===== config.mk =====
export PLATFORM = sky130hd
export DESIGN_NAME = miner_host_bridge
export DESIGN_NICKNAME = d
export VERILOG_FILES = /design/src/rtl/miner_host_pkg.sv /design/src/rtl/miner_host_bridge_nonce_tx_serializer.sv /design/src/rtl/miner_host_bridge.sv
export SDC_FILE = /design/constraint.sdc
export NUM_CORES = 2
export LEC_CHECK = 0
export CAP_MARGIN = 20
export CORE_MARGIN = 2
export CORE_UTILIZATION = 50
export DETAILED_ROUTE_END_ITERATION = 7
export PLACE_DENSITY = 0.79
export SYNTH_ARGS = -nofsm -noshare
export SYNTH_HDL_FRONTEND = slang
export SYNTH_SLANG_ARGS = --single-unit
export TNS_END_PERCENT = 50

===== constraint.sdc =====
create_clock -name clk -period 2 [get_ports clk]
set_input_delay 0.4 -clock clk [delete_from_list [all_inputs] [get_ports clk]]
set_output_delay 0.4 -clock clk [all_outputs]
set_load 0.005 [all_outputs]

===== src/rtl/miner_host_pkg.sv =====
// miner_host_pkg
// Shared constants and types for the miner host bridge and miner_top.
//   SYNC_RX / SYNC_TX  : frame sync bytes for the host->miner and miner->host directions
//   HDR_BYTES/TGT_BYTES: job payload sizes in bytes; HDR_W/TGT_W are the matching bit widths
//   rx_state_t         : RX frame parser states
//   nonce_byte()       : picks nonce byte 0..3, most significant first
// Optional feature macro: MINER_HOST_CHECKSUM_EN (adds the checksum state to the RX frame).
package miner_host_pkg;

    localparam int HDR_BYTES   = 76;
    localparam int TGT_BYTES   = 32;
    localparam int HDR_W       = HDR_BYTES * 8;
    localparam int TGT_W       = TGT_BYTES * 8;
    localparam int NONCE_BYTES = 4;

    localparam logic [7:0] SYNC_RX = 8'hA5;
    localparam logic [7:0] SYNC_TX = 8'h5A;

    typedef enum logic [2:0] {
        RX_IDLE,
        RX_HDR,
        RX_TGT,
        RX_CHK,
        RX_COMMIT
    } rx_state_t;

    function automatic logic [7:0] nonce_byte(input logic [31:0] n, input logic [1:0] idx);
        logic [7:0] b;
        case (idx)
            2'd0:    b = n[31:24];
            2'd1:    b = n[23:16];
            2'd2:    b = n[15:8];
            default: b = n[7:0];
        endcase
        return b;
    endfunction

endpackage


===== src/rtl/miner_host_bridge_nonce_tx_serializer.sv =====
// nonce_tx_serializer
// Queues golden nonces (2 entries) and sends each one to the host as
// SYNC_TX followed by the nonce bytes, most significant first.
// Ports:
//   clk, rst            : clock, synchronous active-high reset
//   nonce, nonce_found  : nonce from the miner and its one-cycle qualifier
//   tx_data, tx_valid   : registered byte stream to the host
//   tx_ready            : host accepts the current byte
//   nonce_dropped       : one-cycle pulse when a nonce arrives with the queue full
module nonce_tx_serializer
    import miner_host_pkg::*;
(
    input  logic        clk,
    input  logic        rst,
    input  logic [31:0] nonce,
    input  logic        nonce_found,
    output logic [7:0]  tx_data,
    output logic        tx_valid,
    input  logic        tx_ready,
    output logic        nonce_dropped
);

    logic [31:0] q0, q1;        // q0 is the head, being sent while tx_valid=1
    logic [1:0]  q_cnt;
    logic [2:0]  byte_idx;      // 0 = sync byte on the wire, 1..4 = nonce bytes

    logic last_xfer, full, push_ok;

    assign last_xfer = tx_valid && tx_ready && (byte_idx == 3'(NONCE_BYTES));
    assign full      = (q_cnt == 2'd2);
    // The pop on the final byte frees a slot in the same cycle.
    assign push_ok   = nonce_found && (!full || last_xfer);

    always_ff @(posedge clk) begin
        if (rst) begin
            q0            <= '0;
            q1            <= '0;
            q_cnt         <= '0;
            byte_idx      <= '0;
            tx_data       <= '0;
            tx_valid      <= 1'b0;
            nonce_dropped <= 1'b0;
        end else begin
            nonce_dropped <= nonce_found && full && !last_xfer;

            if (last_xfer) begin
                q0 <= q1;
                if (push_ok) begin
                    if (q_cnt == 2'd2) q1 <= nonce;
                    else               q0 <= nonce;
                end
                q_cnt <= q_cnt - 2'd1 + {1'b0, push_ok};
            end else if (push_ok) begin
                if (q_cnt == 2'd0) q0 <= nonce;
                else               q1 <= nonce;
                q_cnt <= q_cnt + 2'd1;
            end

            if (!tx_valid) begin
                if (q_cnt != 2'd0) begin
                    tx_valid <= 1'b1;
                    tx_data  <= SYNC_TX;
                    byte_idx <= '0;
                end
            end else if (tx_ready) begin
                if (byte_idx == 3'(NONCE_BYTES)) begin
                    byte_idx <= '0;
                    // Second entry already waiting: start its sync byte with no gap.
                    if (q_cnt == 2'd2) begin
                        tx_data <= SYNC_TX;
                    end else begin
                        tx_valid <= 1'b0;
                        tx_data  <= '0;
                    end
                end else begin
                    byte_idx <= byte_idx + 3'd1;
                    tx_data  <= nonce_byte(q0, byte_idx[1:0]);
                end
            end
        end
    end

endmodule


===== src/rtl/miner_host_bridge.sv =====
// miner_host_bridge
// Host-side job/result bridge for miner_top. Parses framed host bytes
// (SYNC_RX, 76 header bytes, 32 target bytes[, checksum]) into shadow
// registers and applies them atomically; returns golden nonces through
// nonce_tx_serializer.
// Ports:
//   clk, rst                      : clock, synchronous active-high reset
//   rx_data, rx_valid, rx_ready   : host byte input handshake
//   header, target, work_valid    : current job and its one-cycle update strobe
//   nonce, nonce_found            : golden nonce from the miner
//   tx_data, tx_valid, tx_ready   : result byte output handshake
//   nonce_dropped                 : nonce lost because the queue was full
//   frame_err                     : checksum mismatch pulse
// Macro MINER_HOST_CHECKSUM_EN: adds the RX_CHK state (XOR of the 108 payload
// bytes); without it frame_err is tied low.
//
// state     | meaning
// RX_IDLE   | hunting for SYNC_RX, other bytes dropped
// RX_HDR    | shifting 76 header bytes into shadow_hdr
// RX_TGT    | shifting 32 target bytes into shadow_tgt
// RX_CHK    | comparing the checksum byte (checksum build only)
// RX_COMMIT | rx_ready low, shadows copied out, work_valid pulsed
module miner_host_bridge
    import miner_host_pkg::*;
(
    input  logic             clk,
    input  logic             rst,
    input  logic [7:0]       rx_data,
    input  logic             rx_valid,
    output logic             rx_ready,
    output logic [HDR_W-1:0] header,
    output logic [TGT_W-1:0] target,
    output logic             work_valid,
    input  logic [31:0]      nonce,
    input  logic             nonce_found,
    output logic [7:0]       tx_data,
    output logic             tx_valid,
    input  logic             tx_ready,
    output logic             nonce_dropped,
    output logic             frame_err
);

    rx_state_t        state;
    logic [6:0]       byte_cnt;
    logic [HDR_W-1:0] shadow_hdr;
    logic [TGT_W-1:0] shadow_tgt;
    logic             rx_xfer;

    assign rx_xfer = rx_valid && rx_ready;

`ifdef MINER_HOST_CHECKSUM_EN
    logic [7:0] csum;
    logic       frame_err_q;
    assign frame_err = frame_err_q;
`else
    assign frame_err = 1'b0;
`endif

    // Bytes are shifted in at the LSB end, so after the last one the first
    // byte of each field sits in its most significant position.
    always_ff @(posedge clk) begin
        if (rst) begin
            state      <= RX_IDLE;
            byte_cnt   <= '0;
            shadow_hdr <= '0;
            shadow_tgt <= '0;
            header     <= '0;
            target     <= '0;
            work_valid <= 1'b0;
            rx_ready   <= 1'b0;
`ifdef MINER_HOST_CHECKSUM_EN
            csum        <= '0;
            frame_err_q <= 1'b0;
`endif
        end else begin
            work_valid <= 1'b0;
            rx_ready   <= 1'b1;
`ifdef MINER_HOST_CHECKSUM_EN
            frame_err_q <= 1'b0;
`endif
            case (state)
                RX_IDLE: begin
                    if (rx_xfer && rx_data == SYNC_RX) begin
                        state    <= RX_HDR;
                        byte_cnt <= '0;
`ifdef MINER_HOST_CHECKSUM_EN
                        csum <= '0;
`endif
                    end
                end
                RX_HDR: begin
                    if (rx_xfer) begin
                        shadow_hdr <= {shadow_hdr[HDR_W-9:0], rx_data};
`ifdef MINER_HOST_CHECKSUM_EN
                        csum <= csum ^ rx_data;
`endif
                        if (byte_cnt == 7'(HDR_BYTES - 1)) begin
                            state    <= RX_TGT;
                            byte_cnt <= '0;
                        end else begin
                            byte_cnt <= byte_cnt + 7'd1;
                        end
                    end
                end
                RX_TGT: begin
                    if (rx_xfer) begin
                        shadow_tgt <= {shadow_tgt[TGT_W-9:0], rx_data};
`ifdef MINER_HOST_CHECKSUM_EN
                        csum <= csum ^ rx_data;
`endif
                        if (byte_cnt == 7'(TGT_BYTES - 1)) begin
                            byte_cnt <= '0;
`ifdef MINER_HOST_CHECKSUM_EN
                            state <= RX_CHK;
`else
                            state    <= RX_COMMIT;
                            rx_ready <= 1'b0;
`endif
                        end else begin
                            byte_cnt <= byte_cnt + 7'd1;
                        end
                    end
                end
`ifdef MINER_HOST_CHECKSUM_EN
                RX_CHK: begin
                    if (rx_xfer) begin
                        if (rx_data == csum) begin
                            state    <= RX_COMMIT;
                            rx_ready <= 1'b0;
                        end else begin
                            frame_err_q <= 1'b1;
                            state       <= RX_IDLE;
                        end
                    end
                end
`endif
                RX_COMMIT: begin
                    header     <= shadow_hdr;
                    target     <= shadow_tgt;
                    work_valid <= 1'b1;
                    state      <= RX_IDLE;
                end
                default: state <= RX_IDLE;
            endcase
        end
    end

    nonce_tx_serializer u_tx (
        .clk           (clk),
        .rst           (rst),
        .nonce         (nonce),
        .nonce_found   (nonce_found),
        .tx_data       (tx_data),
        .tx_valid      (tx_valid),
        .tx_ready      (tx_ready),
        .nonce_dropped (nonce_dropped)
    );

endmodule


---- Yosys cells after proc, flatten, opt, wreduce, memory -nomap -nowiden ----
Index checks and enable logic that the tools add are counted.
storage, ports and cells
  flip-flop bits (word level) ............. 1819
  bits in latches ......................... 0
  bits in writable memories ............... 0
  ROM bits ................................ 0
  input port bits ......................... 45
  output and inout port bits .............. 877
  logic and storage cells ................. 106
  memories kept ........................... 0
cells by class
  $add $sub $neg .......................... 5
  $mul .................................... 0
  divide/modulo/power cells ............... 0
  $lt $le $gt $ge ......................... 0
  equality and inequality tests ........... 18
  shifts and indexed selects .............. 0
  multiplexer cells ....................... 43
  bitwise gates (word level) .............. 0
  reduce and logical (&&, ||, !) cells .... 25
operators by type and width
  operator               count
  $mux W32               10
  $mux W7                6
  $mux W8                4
  $mux W3                9
  $pmux W8 S3            1
  $pmux W7 S3            1
  $ne A2 B2 Y1 const B   7
  $mux W1                9
  $pmux W3 S3            1
  $eq A8 B8 Y1 const B   1
  $reduce_and A2 Y1      4
  $reduce_bool A2 Y1     4
  $add A7 B1 Y7 const B  1
  $eq A7 B5 Y1 const B   1
  $eq A7 B7 Y1 const B   1
  $logic_and A1 B1 Y1    7
  $eq A3 B3 Y1 const B   2
  $reduce_and A5 Y1      1
  $eq A2 B2 Y1 const B   2
  $logic_not A2 Y1       2
  $mux W2                2
  $reduce_and A4 Y1      1
  $add A3 B1 Y3 const B  1
  $eq A3 B1 Y1 const B   1
  other kinds (11)       12

---- Logic depth before layout (Yosys ltp) ----
  depth after elaboration ................. 6
  depth in mapped cells ................... 9
  gate-level depth less buffers ........... 9

---- Modules after synthesis ----
From an unflattened synthesis, not the netlist that was laid out.
second synthesis, totals
  cells, all modules ...................... 8032
  area total of the unflattened synthesis .. 63583.5 um^2
modules (own cells, without submodules)
  module               instances  cells an instance  area each (um^2)  seq. area each (um^2)
  miner_host_bridge    1          7586               59630.9           34833.4
  nonce_tx_serializer  1          446                3952.5            1581.5

---- Least setup slack after synthesis ----
No wires, ideal clock.
  path kind ............................... register to register
  start point ............................. reg byte_cnt[0]
  end point ............................... reg byte_cnt[0]
  setup time .............................. 0.087 ns
  data arrival time ....................... 1.630 ns
  required time ........................... 1.913 ns
  path slack .............................. 0.283 ns
  cell stages (with the launch flop) ...... 6
  path buffers ............................ 0
  period minus slack after synthesis ...... 1.717 ns
  cells stage by stage .................... dfxtp_1 ha_1 and3_1 a211oi_1 o211ai_1 o31ai_1
on the way
  word-level cells in the longest chain between the ends .. 4
  elaborated cells on any way between the ends .. 8
  classes of those cells .................. 1 x add/sub; 2 x eq/ne; 5 x mux
RTL lines
  what                                   line                                                source
  start: declaration                     miner_host_bridge.sv:44                             logic [6:0] byte_cnt;
  start signal: assignment               miner_host_bridge.sv:101                            byte_cnt <= byte_cnt + 7'd1;
  start signal: assignment               miner_host_bridge.sv:120                            byte_cnt <= byte_cnt + 7'd1;
  $add A7 B1 Y7 (tied with other cells)  miner_host_bridge.sv:101, miner_host_bridge.sv:120
  $mux W7, on equally long branches      miner_host_bridge.sv:111, miner_host_bridge.sv:97
  $mux W7, on equally long branches      miner_host_bridge.sv:106, miner_host_bridge.sv:92
  $pmux W7 S3 *                          miner_host_bridge.sv:81                             case (state)
Mark *: on every way between the ends. The rest lies on a longest branch, timed or not. The select of a mux whose other input is x is not followed.
A chain may end at the register's enable or synchronous reset.

---- Final worst setup path ----
  start point ............................. reg u_tx.tx_valid
  end point ............................... out tx_valid
RTL lines
  what                      line                                         source
  start: declaration        miner_host_bridge_nonce_tx_serializer.sv:18  output logic tx_valid,
  start signal: assignment  miner_host_bridge_nonce_tx_serializer.sv:41  tx_valid <= 1'b0;
  start signal: assignment  miner_host_bridge_nonce_tx_serializer.sv:61  tx_valid <= 1'b1;
  start signal: assignment  miner_host_bridge_nonce_tx_serializer.sv:72  tx_valid <= 1'b0;
  end: declaration          miner_host_bridge.sv:37                      output logic tx_valid,
No word-level cell between the ends.

==> impl_metrics.json <==
{
  "status": "complete, no violations",
  "io_buffers": 920,
  "drtIter0Drc": 5621,
  "layout-drive-gt1-share": 0.108,
  "overflow": 0,
  "r2r-start": "u_tx.byte_idx[0]",
  "startpoint": "u_tx.tx_valid",
  "path_clk_slew_ps": 60,
  "dieArea_um2": 129000,
  "worstPathMaxFanout": 9,
  "worst_pin_slew_ps": 652,
  "powerDensity_nw_per_um2": 883,
  "grt_max_degree": 107,
  "max_stage_delay_ps": 420,
  "fp.dieW_um": 360,
  "clkSinkCount": 1819,
  "async_flop_share": 0,
  "synth_top_area_frac": 0.576,
  "hold_start": "rst",
  "syn_to_final_growth_pct": 29.9,
  "syn-cell-area_um2": 63200,
  "synth_cells": 7987,
  "drtPass1Iterations": 7,
  "crit_path_end_kind": "primary output",
  "hold_depth": 2,
  "vias_per_cell": 5.51,
  "setup_violations": 0,
  "rows": 130,
  "r2r_setup_slack_ps": 70,
  "crit_path_top_delay_cell": "dfxtp_2",
  "hold_viol_final": 0,
  "syn_avg_cell_area_um2": 7.91,
  "yosysSeqAreaShare": 0.576,
  "hold_end": "shadow_hdr[507]",
  "power_w": 0.0725,
  "grt.total_usage": 0.303,
  "core_area_um2": 126000,
  "required_ps": 1600,
  "vias": 58200,
  "final_nets": 8809,
  "root_buffer": "clkbuf_16",
  "die_h_um": 360,
  "power_leakage_nw": 35.3,
  "hp-class": "in2reg",
  "r2r_end": "u_tx.q0[17]",
  "fin_tns_setup_ps": 0,
  "min_period_ps": 1940,
  "htreeDepth": 4,
  "crit_arrival_ps": 1540,
  "r2r_cells": 7,
  "path_buf_inv": 1,
  "cts_made_buffers": 176,
  "critPathLaunchType": "flip-flop",
  "synth_edf_count": 0,
  "wl_per_cell_um": 19.5,
  "synth_common_cells": "nand2_1, dfxtp_1, a21oi_1",
  "synthTopCellsByArea": "dfxtp_1, nand2_1, a21oi_1",
  "yosysTopAreaCell": "dfxtp_1",
  "drt_wl_total_um": 206000,
  "io_pins": 922,
  "drtAntennaViolNets": 0,
  "synth_most_common_cell": "nand2_1",
  "clock_path_buffers": 3,
  "yosys_warnings": 0,
  "rsz0062_at_grt": "yes",
  "cap_violations": 0,
  "vdd.ir_drop.worst_v": 0.000860,
  "path_cells": "clkdlybuf4s15_2",
  "ys_ff_latch": 1819,
  "fin_skew_ps": 44.5,
  "cts_tree": "yes",
  "antenna_found_initial": 21,
  "grt_pass1_wl_um": 312000,
  "synth_flop_cell": "dfxtp_1",
  "yosys.cell_types.count": 48,
  "clk_latency_ps": 830,
  "maxSlewHeadroom": 0.565,
  "finalMaxSlewViolations": 0,
  "gp_congestion": 0.932,
  "start_util": 0.503,
  "fmax_mhz": 514,
  "synth_fp_nets": 8041,
  "grt_pass1_vias": 54500,
  "drc": 0,
  "worstSetupPathType": "reg2out",
  "hpwl_um": 142000,
  "cpLargestDelayFamily": "flip-flops",
  "period_share": 0.972
}
==> how the worst max path moves through the flow <==
stage,to,slack (ps),cells after the start
after floorplan,byte_cnt[0],280,5
after global placement,u_tx.q0[15],-180,8
after detailed placement,u_tx.q0[22],-230,8
after CTS,header[292],-140,1
after global routing,u_tx.q0[14],-10,7
final,tx_valid,60,1
==> metal layers <==
layer	wire, um	GRT usage	vias to the layer above
met3	16800	0.0696	527
met2	96700	0.491	2484
met5	29	0	-
li1	-	-	27400
met4	12500	0.183	4
met1	80300	0.369	27800
==> layout by cell type (no fill, tap or decap), types with 9 or more instances in the layout <==
cell type	count
dlygate4sd2_1	551
clkdlybuf4s50_1	43
bufinv_16	15
o21ai_0	49
ha_1	9
nor2_1	49
diode_2	17
a21oi_1	1767
mux2i_1	35
buf_12	113
dfxtp_2	305
clkbuf_1	35
buf_4	173
a211oi_1	39
dfxtp_1	1450
clkbuf_8	42
clkbuf_16	178
clkinv_2	27
dfxtp_4	64
nand2_1	3480
dlymetal6s2s_1	316
nand3_1	38
==> flip-flops by register name, indices dropped and copies added, names as in the netlist <==
| name | count |
|---|---|
| u_tx.q1 | 32 |
| work_valid | 1 |
| u_tx.tx_data | 8 |
| u_tx.tx_valid | 1 |
| target | 256 |
| u_tx.q0 | 32 |
| u_tx.q_cnt | 2 |
| header | 608 |
| state | 3 |
| shadow_tgt | 256 |
| rx_ready | 1 |
| u_tx.byte_idx | 3 |
| shadow_hdr | 608 |
| byte_cnt | 7 |
| u_tx.nonce_dropped | 1 |
==> area by class of cell <==
type,instances,area [um^2]
Multi-Input combinational cell,5543,23900
Clock buffer,255,5160
Antenna cell,17,42.5
Fill cell,10000,43500
Tap cell,1650,2060
Sequential cell,1819,37000
Timing Repair Buffer,1207,12900
Clock inverter,62,890
Inverter,8,30.0
==> through the flow <==
stage           util  instance area [um^2]  std cells  setup slack (ps)  hold WS [ps]
4_1_cts        0.646                 81200      10500              -140          3.34
5_1_grt        0.654                 82100      10600             -14.1          30.1
2_1_floorplan      -                 63200       7987               283           432
3_3_place_gp   0.598                 75200      10200              -179           442
6_report       0.654                 82100      10600              56.2          41.9
3_5_place_dp   0.598                 75200      10200              -229           446
==> power breakdown <==
group	internal (W)	total, W	switching, W
clock	0.0200	0.0344	0.0144
sequential	0.0363	0.0364	0.000109
combinational	0.000565	0.00171	0.00115
==> cell families after synthesis <==
group	after synthesis	share of synthesized area
and+or+nand+nor	3604	0.217
muxes	37	0.00588
DFF	1819	0.576
AOI/OAI and AO/OA	1890	0.153
adders and majority gates	9	0.00178
xor gates and xnor gates	2	0.000277
buffers and inverters	625	0.0456
other	1	0.0000593
==> repair_timing <==
action / 4_1_cts / 5_1_grt
buffers inserted: 15 / 0
gates resized for setup: 944 / 381
pin swaps: 0 / 0
cloned: 0 / 0
hold buffers: 0 / 0
endpoints found under the setup margin: 876 / 358
No activity file was read; power rests on OpenSTA's default activity.
